File: config.mk
export PLATFORM = sky130hd
export DESIGN_NAME = serial_adder_seq_flat
export DESIGN_NICKNAME = d
export VERILOG_FILES = /design/src/rtl/serial_adder_pkg.sv /design/src/rtl/serial_adder_seq_if.sv /design/src/rtl/serial_adder_seq_fa_cell.sv /design/src/rtl/serial_adder_seq.sv /design/src/flat_wrapper.sv
export SDC_FILE = /design/constraint.sdc
export NUM_CORES = 1
export LEC_CHECK = 0
export ABC_AREA = 1
export BUFFER_PORTS_ARGS = -buffer_cell sky130_fd_sc_hd__buf_2
export CORE_MARGIN = 3
export CORE_UTILIZATION = 50
export CTS_CLUSTER_SIZE = 40
export DETAILED_ROUTE_END_ITERATION = 10
export GPL_ROUTABILITY_DRIVEN = 0
export GPL_TIMING_DRIVEN = 0
export PLACE_DENSITY = 0.73
export SLEW_MARGIN = 10
export SYNTH_ARGS = -nofsm -noshare
export SYNTH_HDL_FRONTEND = slang
export SYNTH_HIERARCHICAL = 1
export SYNTH_SLANG_ARGS = --single-unit
File: constraint.sdc
create_clock -name clk -period 1.9 [get_ports clk]
set_clock_uncertainty 0.15 [all_clocks]
set_input_delay 0.475 -clock clk [delete_from_list [all_inputs] [get_ports clk]]
set_output_delay 0.475 -clock clk [all_outputs]
set_load 0.03 [all_outputs]
File: src/rtl/serial_adder_pkg.sv
// Shared types and constants for the bit-serial adder.
// Used by serial_adder_seq and its testbench.
package serial_adder_pkg;

    localparam int DEFAULT_WIDTH = 8;

    typedef enum logic [1:0] {
        IDLE  = 2'd0,
        SHIFT = 2'd1,
        DONE  = 2'd2
    } state_t;

    // Bit-counter width; never below one bit so WIDTH=2 still gets a counter.
    function automatic int cnt_width(input int width);
        return (width > 2) ? $clog2(width) : 1;
    endfunction

endpackage

File: src/rtl/serial_adder_seq_if.sv
// Request/result bundle for serial_adder_seq.
// The sub select exists only when SERIAL_ADDER_SUB_EN is defined.
interface serial_adder_seq_if #(
    parameter int WIDTH = serial_adder_pkg::DEFAULT_WIDTH
);

    logic             start;
    logic [WIDTH-1:0] a;
    logic [WIDTH-1:0] b;
    logic             cin;
`ifdef SERIAL_ADDER_SUB_EN
    logic             sub;
`endif
    logic             busy;
    logic             done;
    logic [WIDTH-1:0] sum;
    logic             cout;
    logic             ovf;

    modport master (
        output start, a, b, cin,
`ifdef SERIAL_ADDER_SUB_EN
        output sub,
`endif
        input  busy, done, sum, cout, ovf
    );

    modport slave (
        input  start, a, b, cin,
`ifdef SERIAL_ADDER_SUB_EN
        input  sub,
`endif
        output busy, done, sum, cout, ovf
    );

endinterface

File: src/rtl/serial_adder_seq_fa_cell.sv
// Single full-adder cell; with SERIAL_ADDER_SUB_EN it also serves as a
// full-subtractor, where c_i/cnext_o carry the borrow.
module fa_cell (
    input  logic a_i,
    input  logic b_i,
    input  logic c_i,
`ifdef SERIAL_ADDER_SUB_EN
    input  logic sub_i,
`endif
    output logic s_o,
    output logic cnext_o
);

    logic a_eff;

    // The borrow equation is the carry majority with operand A inverted.
`ifdef SERIAL_ADDER_SUB_EN
    assign a_eff = a_i ^ sub_i;
`else
    assign a_eff = a_i;
`endif

    assign s_o     = a_i ^ b_i ^ c_i;
    assign cnext_o = (a_eff & b_i) | (a_eff & c_i) | (b_i & c_i);

endmodule

File: src/rtl/serial_adder_seq.sv
// Bit-serial ripple adder: LSB-first, one bit per clock through one fa_cell.
// Optional subtract mode is enabled by defining SERIAL_ADDER_SUB_EN.
module serial_adder_seq
    import serial_adder_pkg::*;
#(
    parameter int WIDTH = DEFAULT_WIDTH
) (
    input  logic             clk,
    input  logic             rst_n,
    serial_adder_seq_if.slave bus
);

    localparam int            CW       = cnt_width(WIDTH);
    localparam logic [CW-1:0] CNT_LAST = CW'(WIDTH - 1);

    state_t           state_q;
    logic [CW-1:0]    cnt_q;
    logic [WIDTH-1:0] a_q;
    logic [WIDTH-1:0] b_q;
    logic [WIDTH-1:0] sum_q;
    logic             c_q;
    logic             cout_q;
    logic             ovf_q;
    logic             done_q;
    logic             busy_q;
`ifdef SERIAL_ADDER_SUB_EN
    logic             sub_q;
`endif

    logic             s_d;
    logic             c_d;

    fa_cell u_fa (
        .a_i     (a_q[0]),
`ifdef SERIAL_ADDER_SUB_EN
        .sub_i   (sub_q),
`endif
        .b_i     (b_q[0]),
        .c_i     (c_q),
        .s_o     (s_d),
        .cnext_o (c_d)
    );

    // NOTE: every state element, datapath included, sits on the async reset so
    // an abort mid-SHIFT leaves nothing stale behind.
    always_ff @(posedge clk or negedge rst_n) begin
        if (!rst_n) begin
            state_q <= IDLE;
            cnt_q   <= '0;
            a_q     <= '0;
            b_q     <= '0;
            sum_q   <= '0;
            c_q     <= 1'b0;
            cout_q  <= 1'b0;
            ovf_q   <= 1'b0;
            done_q  <= 1'b0;
            busy_q  <= 1'b0;
`ifdef SERIAL_ADDER_SUB_EN
            sub_q   <= 1'b0;
`endif
        end else begin
            // NOTE: non-blocking assignments so every register sees the
            // pre-edge values of the others, like real flops.
            done_q <= 1'b0;
            case (state_q)
                IDLE, DONE: begin
                    if (bus.start) begin
                        state_q <= SHIFT;
                        busy_q  <= 1'b1;
                        cnt_q   <= '0;
                        a_q     <= bus.a;
                        b_q     <= bus.b;
                        c_q     <= bus.cin;
`ifdef SERIAL_ADDER_SUB_EN
                        sub_q   <= bus.sub;
`endif
                    end else begin
                        state_q <= IDLE;
                    end
                end
                SHIFT: begin
                    sum_q <= {s_d, sum_q[WIDTH-1:1]};
                    a_q   <= a_q >> 1;
                    b_q   <= b_q >> 1;
                    c_q   <= c_d;
                    cnt_q <= cnt_q + CW'(1);
                    // c_q is still the carry into the MSB on the last edge.
                    if (cnt_q == CNT_LAST) begin
                        state_q <= DONE;
                        busy_q  <= 1'b0;
                        done_q  <= 1'b1;
                        cout_q  <= c_d;
                        ovf_q   <= c_q ^ c_d;
                    end
                end
                default: begin
                    state_q <= IDLE;
                    busy_q  <= 1'b0;
                end
            endcase
        end
    end

    assign bus.busy = busy_q;
    assign bus.done = done_q;
    assign bus.sum  = sum_q;
    assign bus.cout = cout_q;
    assign bus.ovf  = ovf_q;

endmodule

File: src/flat_wrapper.sv
// flat-port wrapper written by rule: the top's interface ports become plain ports
module serial_adder_seq_flat import serial_adder_pkg::*;
#(
    parameter int WIDTH = DEFAULT_WIDTH
)
  (clk, rst_n, bus_start, bus_a, bus_b, bus_cin, bus_busy, bus_done, bus_sum, bus_cout, bus_ovf);
  serial_adder_seq_if #(.WIDTH(WIDTH)) bus_i ();
  input  logic clk;
  input  logic rst_n;
  input wire logic [$bits(bus_i.start)-1:0] bus_start;
  input wire logic [$bits(bus_i.a)-1:0] bus_a;
  input wire logic [$bits(bus_i.b)-1:0] bus_b;
  input wire logic [$bits(bus_i.cin)-1:0] bus_cin;
  output wire logic [$bits(bus_i.busy)-1:0] bus_busy;
  output wire logic [$bits(bus_i.done)-1:0] bus_done;
  output wire logic [$bits(bus_i.sum)-1:0] bus_sum;
  output wire logic [$bits(bus_i.cout)-1:0] bus_cout;
  output wire logic [$bits(bus_i.ovf)-1:0] bus_ovf;
  assign bus_i.start = bus_start;
  assign bus_i.a = bus_a;
  assign bus_i.b = bus_b;
  assign bus_i.cin = bus_cin;
  assign bus_busy = bus_i.busy;
  assign bus_done = bus_i.done;
  assign bus_sum = bus_i.sum;
  assign bus_cout = bus_i.cout;
  assign bus_ovf = bus_i.ovf;
  serial_adder_seq #(.WIDTH(WIDTH)) u_core (.clk(clk), .rst_n(rst_n), .bus(bus_i));
endmodule
==> results of run 1 <==
## state kept, by name, indices dropped and copies added (netlist names)
name and count:
u_core/bus.busy 1, u_core/b_q 8, u_core/c_q 1, u_core/state_q 2
u_core/a_q 8, u_core/bus.cout 1, u_core/bus.ovf 1, u_core/bus.sum 8
u_core/bus.done 1, u_core/cnt_q 3
## how the worst max path moves through the flow
stage	depth (start not counted)	endpoint	startpoint	slack (ps)
CTS	1	bus_sum[4]	u_core/bus.sum[4]$_DFFE_PN0P_	320
floorplan	4	u_core/bus.ovf$_DFFE_PN0P_	u_core/a_q[0]$_DFFE_PN0P_	530
finish	1	bus_sum[2]	u_core/bus.sum[2]$_DFFE_PN0P_	340
detailed placement	4	u_core/bus.ovf$_DFFE_PN0P_	u_core/a_q[0]$_DFFE_PN0P_	430
global placement	4	u_core/bus.ovf$_DFFE_PN0P_	u_core/a_q[0]$_DFFE_PN0P_	440
global route	1	bus_sum[4]	u_core/bus.sum[4]$_DFFE_PN0P_	280
## metal layers
metal,up-vias,track usage (%)
met1,618,23.5
met2,28,28.4
met3,5,4.46
met4,0,9.70
met5,-,0
li1,700,-
## cells in the final DEF (no fill, tap or decap)
| cell | n |
|---|---|
| nand2_4 | 3 |
| a21oi_1 | 1 |
| bufinv_16 | 1 |
| nor2_1 | 4 |
| xor2_1 | 1 |
| ha_1 | 2 |
| dfrtp_1 | 34 |
| inv_6 | 1 |
| nand2_1 | 67 |
| clkinv_2 | 2 |
| o21ai_0 | 12 |
| o21ai_1 | 2 |
| buf_2 | 34 |
| inv_1 | 36 |
| fa_1 | 1 |
| nand3_1 | 30 |
| clkbuf_4 | 5 |
| buf_6 | 6 |
| inv_2 | 2 |
## cell type report
cell class	instances	area [um^2]	share of cell area, %
Sequential cell	34	851	43.6
Multi-Input combinational cell	123	579	29.7
Timing Repair Buffer	31	155	7.95
Inverter	39	151	7.76
Buffer	9	82.6	4.23
Tap cell	44	55.1	2.82
Clock inverter	3	40.0	2.05
Clock buffer	5	37.5	1.92
## metrics by stage
step	total power, mW	hold slack, ps	utilization [%]
6_report	3.58	37.1	62.9
4_1_cts	3.62	50.6	62.9
2_1_floorplan	2.64	29.4	-
3_3_place_gp	3.03	309	60.4
5_1_grt	3.93	82.6	62.9
3_5_place_dp	3.10	315	60.4
## kinds of logic (layout without fill, tap and decap cells)
family | count (synthesis) | after routing | share of synthesized area, %
fa+ha+maj | 3 | 3 | 2.71
buf+inv | 48 | 87 | 14.1
compound gates | 15 | 15 | 4.51
xor+xnor | 1 | 1 | 0.526
flops | 34 | 34 | 51.1
simple gates | 104 | 104 | 27.1
## cells in the mapped netlist
cell,instances,share of area [%]
o21ai_1,2,0.60
o21ai_0,12,3.6
nand2_4,3,2.0
nand2_1,67,15
inv_6,1,0.53
buf_2,3,0.90
inv_2,2,0.45
inv_1,36,8.1
nor2_1,4,0.90
nand3_1,30,9.0
xor2_1,1,0.53
ha_1,2,1.5
buf_6,6,4.1
a21oi_1,1,0.30
dfrtp_1,34,51
fa_1,1,1.2
## report_power, final
group	switching, mW	internal, mW	total [mW]
combinational	1.14	0.673	1.81
clock	0.243	0.272	0.515
sequential	0.185	1.07	1.25
total	1.57	2.01	3.58
==> reports/results.tsv, run 1 <==
stage	metric	value	unit
cts	hold buffer count at CTS	0	
worst_setup_path	worst r2r dst	u_core/bus.ovf$_DFFE_PN0P_	
worst_setup_path	Reg-to-Reg Start	u_core/a_q[0]$_DFFE_PN0P_	
drt	DRC viols	0	
floorplan	Die X-Extent	63.7	um
drt	via/cell ratio	4.69	
sta	Slew Limit Fails	0	
global_routing	number of global-route vias before repair	1286	
placement	Port Buffer Count	31	
drt	Pre-antenna DRT Iters	4	
sta	Worst Max-Slew Pin Slew	732	ps
pwr	Lkg Pwr	1.14	nW
synth	post-synthesis cell area	1660	um^2
floorplan	die area	4060	um^2
cts	CTS tree	done	
global_routing	total grt overflow	0	
sta	unrepaired setup endpoints after global routing	false	
cts	CTS Sinks	34	
drt	Top Layer Used	met4	
global_routing	largest net degree at the start of global routing	35	
synth	synthesis warning total	6	
worst_setup_path	startpoint class of the critical path	flip-flop	
worst_setup_path	Setup CP Type	reg -> out	
cts	CTS buffer count	5	
sta	endpoints failing setup	0	
cells_and_area	Final #Nets	266	
floorplan	Starting Density	53.6	%
pwr	Peak VDD IR	914	uV
drt	wire length on met1	1530	um
drt	Starting DRT DRC Count	95	
placement	Cell Area, Placed	1870	um^2
cells_and_area	Finished Layout Cells	288	
placement	DP HPWL	2280	um
drt	wire length per cell	11.1	um
global_routing	Tot GR Track Use	18.3	%
floorplan	Ports	32	
run_status	status	complete, no violations	
synth	Mean Syn Cell Area	8.12	um^2
sta	Hold Vio Cnt, Final	0	
cts	Clock Path Buffers	2	
worst_setup_path	Bufs and invs on worst path	1	
flow_run	Max-Cap Viols	0	
drt	met3 WL	138	um
cts	Clk Latency, worst-skew pair	330	ps
sta	f_max	641	MHz
cells_and_area	share of post-route cells with drive strength above 1	22.1	%
worst_setup_path	Max stage delay on crit path	410	ps
cts	clock root buffer	clkbuf_4	
cells_and_area	synth-to-layout area growth	17.3	%
sta	fin crit share	82.2	%
sta	Period minus WS final	1560	ps
placement	Place WS	432	ps
synth	Syn Nets	228	
sta	setup TNS	0	ps
synth	Distinct cells, synth	16	
cts	post-cts gate resize count	0	
worst_setup_path	worst path required time	1270	ps
drt	Vias	1351	
cts	Clk pin slew, worst setup/hold paths	100	ps
floorplan	row count	20	
pwr	pwr dens	1830	nW/um^2
worst_setup_path	Reg2Reg Setup Slack	420	ps
drt	WL met2	1460	um
drt	DRT Wirelength	3180	um
sta	worst rel slew slack	51.2	%
floorplan	DIE HEIGHT	63.7	um
synth	sequential fraction of the synthesis area	51.1	%
cells_and_area	antenna diode count	0	
worst_setup_path	worst path cell trace	buf_2	
sta	slack of the critical path	339	ps
cts	Setup Buffers After CTS	0	
worst_setup_path	Critical Path Slowest Stage Cell	dfrtp_1	
global_routing	initial antenna violation count	0	
cells_and_area	fillers	314	
cts	H-tree depth	2	
worst_setup_path	FF-to-FF path depth	4	
worst_setup_path	crit-path max FO	3	
worst_setup_path	CP arrival	940	ps
drt	Routed Antenna Nets	0	
global_routing	first-pass GRT wire length	5680	um
placement	Inst Count DP	280	
floorplan	Core ar.	3100	um^2
min_path	worst min path class	in -> async	
worst_setup_path	CP Capture Type	primary output	
synth	Post-Syn Instances	205	
synth	number of synthesized register bits	34	
cells_and_area	Design Area, Final	1950	um^2
worst_setup_path	CP delay by family, top	flip-flops	
(Power assumes the default switching activity.)
==> run 2, diff against run 1 <==
- CORE_UTILIZATION: 50 -> 49
- PLACE_DENSITY: 0.73 -> 0.75
- clock period: 1.9 -> 1.4 ns (I/O delays scaled with it)
==> reports/results.tsv, run 2 (synthesized netlist as in run 1, its figures left out) <==
stage	metric	value	unit
floorplan	Starting Density	52.8	%
sta	setup TNS	0	ps
drt	via/cell ratio	4.82	
min_path	Hold Path End	u_core/a_q[7]$_DFFE_PN0P_	
floorplan	Die X-Extent	64.3	um
cells_and_area	most common cell after layout, fill and taps aside	nand2_1	
global_routing	total grt overflow	0	
sta	Hold Vio Cnt, Final	0	
pwr	sequential power share	31.5	%
pwr	pwr dens	2490	nW/um^2
worst_setup_path	startpoint class of the critical path	flip-flop	
cells_and_area	synth-to-layout area growth	33.0	%
global_routing	first-pass GRT wire length	5940	um
global_routing	number of global-route vias before repair	1416	
drt	Vias	1484	
sta	fin crit share	99.5	%
floorplan	DIE HEIGHT	64.3	um
cts	Clock Path Buffers	2	
cells_and_area	most frequent cells in the layout	67 x nand2_1, 35 x inv_1, 34 x dfrtp_1, 30 x nand3_1, 24 x buf_2	
cts	H-tree depth	2	
worst_setup_path	worst path required time	900	ps
drt	DRC viols	0	
global_routing	Tot GR Track Use	18.7	%
placement	DP HPWL	2340	um
sta	Slew Limit Fails	0	
floorplan	Core ar.	3150	um^2
sta	Worst Max-Slew Pin Slew	729	ps
sta	unrepaired setup endpoints after global routing	true	
cts	clock root buffer	clkbuf_4	
drt	Routed Antenna Nets	0	
worst_setup_path	Bufs and invs on worst path	1	
global_routing	largest net degree at the start of global routing	35	
worst_setup_path	CP Capture Type	primary output	
worst_setup_path	cell depth of the worst setup path	1	
worst_setup_path	Reg2Reg Setup Slack	20	ps
cts	Clk pin slew, worst setup/hold paths	100	ps
pwr	Peak VDD IR	1450	uV
min_path	hold path depth	3	
pwr	Cell Int Power	3.17	mW
sta	worst rel slew slack	51.4	%
cells_and_area	antenna diode count	0	
drt	DRT Wirelength	3690	um
worst_setup_path	crit-path max FO	3	
cts	CTS tree	done	
cts	CTS buffer count	5	
worst_setup_path	CP arrival	890	ps
worst_setup_path	Critical Path Slowest Stage Cell	dfrtp_1	
worst_setup_path	Max stage delay on crit path	420	ps
pwr	Sw Share	42.5	%
flow_run	Max-Cap Viols	0	
drt	Starting DRT DRC Count	73	
min_path	worst min path class	in -> reg	
drt	Pre-antenna DRT Iters	4	
worst_setup_path	worst path cell trace	buf_6	
floorplan	row count	20	
cts	Clk Latency, worst-skew pair	330	ps
pwr	switching power total	2.34	mW
cells_and_area	Final #Nets	286	
pwr	Lkg Pwr	1.25	nW
placement	Port Buffer Count	31	
pwr	Total Power	5.51	mW
worst_setup_path	Setup CP Type	reg -> out	
pwr	Clock Power Share	10.1	%
global_routing	initial antenna violation count	0	
run_status	status	complete, no violations	
drt	wire length per cell	12.0	um
cts	CTS Sinks	34	
pwr	Gate power share	58.4	%
worst_setup_path	worst r2r dst	u_core/bus.cout$_DFFE_PN0P_	
sta	f_max	718	MHz
worst_setup_path	Reg-to-Reg Start	u_core/state_q[1]$_DFFE_PN0P_	
worst_setup_path	CP delay by family, top	flip-flops	
min_path	Hold Path Origin	bus_a[7]	
sta	endpoints failing setup	0	
floorplan	Ports	32	
worst_setup_path	FF-to-FF path depth	6	
sta	Period minus WS final	1390	ps
floorplan	die area	4130	um^2
cells_and_area	share of post-route cells with drive strength above 1	28.4	%
-- run 2: metal layers --
| metal | part of all wire [%] | track usage (%) | routed length [um] |
|---|---|---|---|
| met2 | 49 | 30.9 | 1810 |
| met3 | 5.5 | 5.45 | 202 |
| met4 | 2.5 | 9.50 | 91 |
| met1 | 43 | 22.1 | 1590 |
| met5 | 0 | 0 | 0 |
-- run 2: worst max-delay path by stage --
stage / end / slack (ps) / start
floorplan: u_core/bus.ovf$_DFFE_PN0P_ / 30 / u_core/a_q[0]$_DFFE_PN0P_
global placement: u_core/c_q$_DFFE_PN0P_ / -10 / u_core/a_q[0]$_DFFE_PN0P_
detailed placement: u_core/bus.ovf$_DFFE_PN0P_ / -20 / u_core/a_q[0]$_DFFE_PN0P_
CTS: bus_sum[2] / -20 / u_core/bus.sum[2]$_DFFE_PN0P_
global route: u_core/bus.cout$_DFFE_PN0P_ / -50 / u_core/state_q[1]$_DFFE_PN0P_
finish: bus_sum[2] / 7 / u_core/bus.sum[2]$_DFFE_PN0P_
-- run 2: final cells by class --
cell class	count	area, um^2
clock inverters	1	5.00
fillers	247	940
inverters	39	159
flip-flops and latches	34	851
repair buffers	52	399
plain buffers	8	78.8
clock buffers	7	55.1
well taps	44	55.1
multi-input cells	123	611
-- run 2: power by group through the flow --
stage	clock network [mW]	registers, mW	logic (mW)
2_1_floorplan	0	1.95	1.63
3_3_place_gp	0	1.71	2.39
3_5_place_dp	0	1.73	2.47
4_1_cts	0.573	1.72	2.80
5_1_grt	0.631	1.79	3.54
6_report	0.556	1.74	3.22
-- run 2: repair_timing --
action | CTS | global route
hold buffers | 1 | 0
gates resized for setup | 20 | 14
endpoints found under the hold margin | 34 | 0
buffers inserted | 7 | 11
pin swaps | 0 | 3
setup endpoints to repair | 19 | 27
cloned | 0 | 2
-- run 2: per-stage QoR --
| stage | hold slack, ps | utilization [%] | cell area [um^2] | setup slack (ps) | instances |
|---|---|---|---|---|---|
| global placement | 305 | 59.4 | 1870 | -13.7 | 280 |
| global route | 98.3 | 70.2 | 2210 | -51.1 | 308 |
| finish | 79.6 | 70.2 | 2210 | 7.13 | 308 |
| detailed placement | 299 | 59.4 | 1870 | -16.9 | 280 |
| CTS | 64.8 | 65.4 | 2060 | -17.5 | 296 |
| floorplan | -95.6 | - | 1660 | 34.1 | 205 |
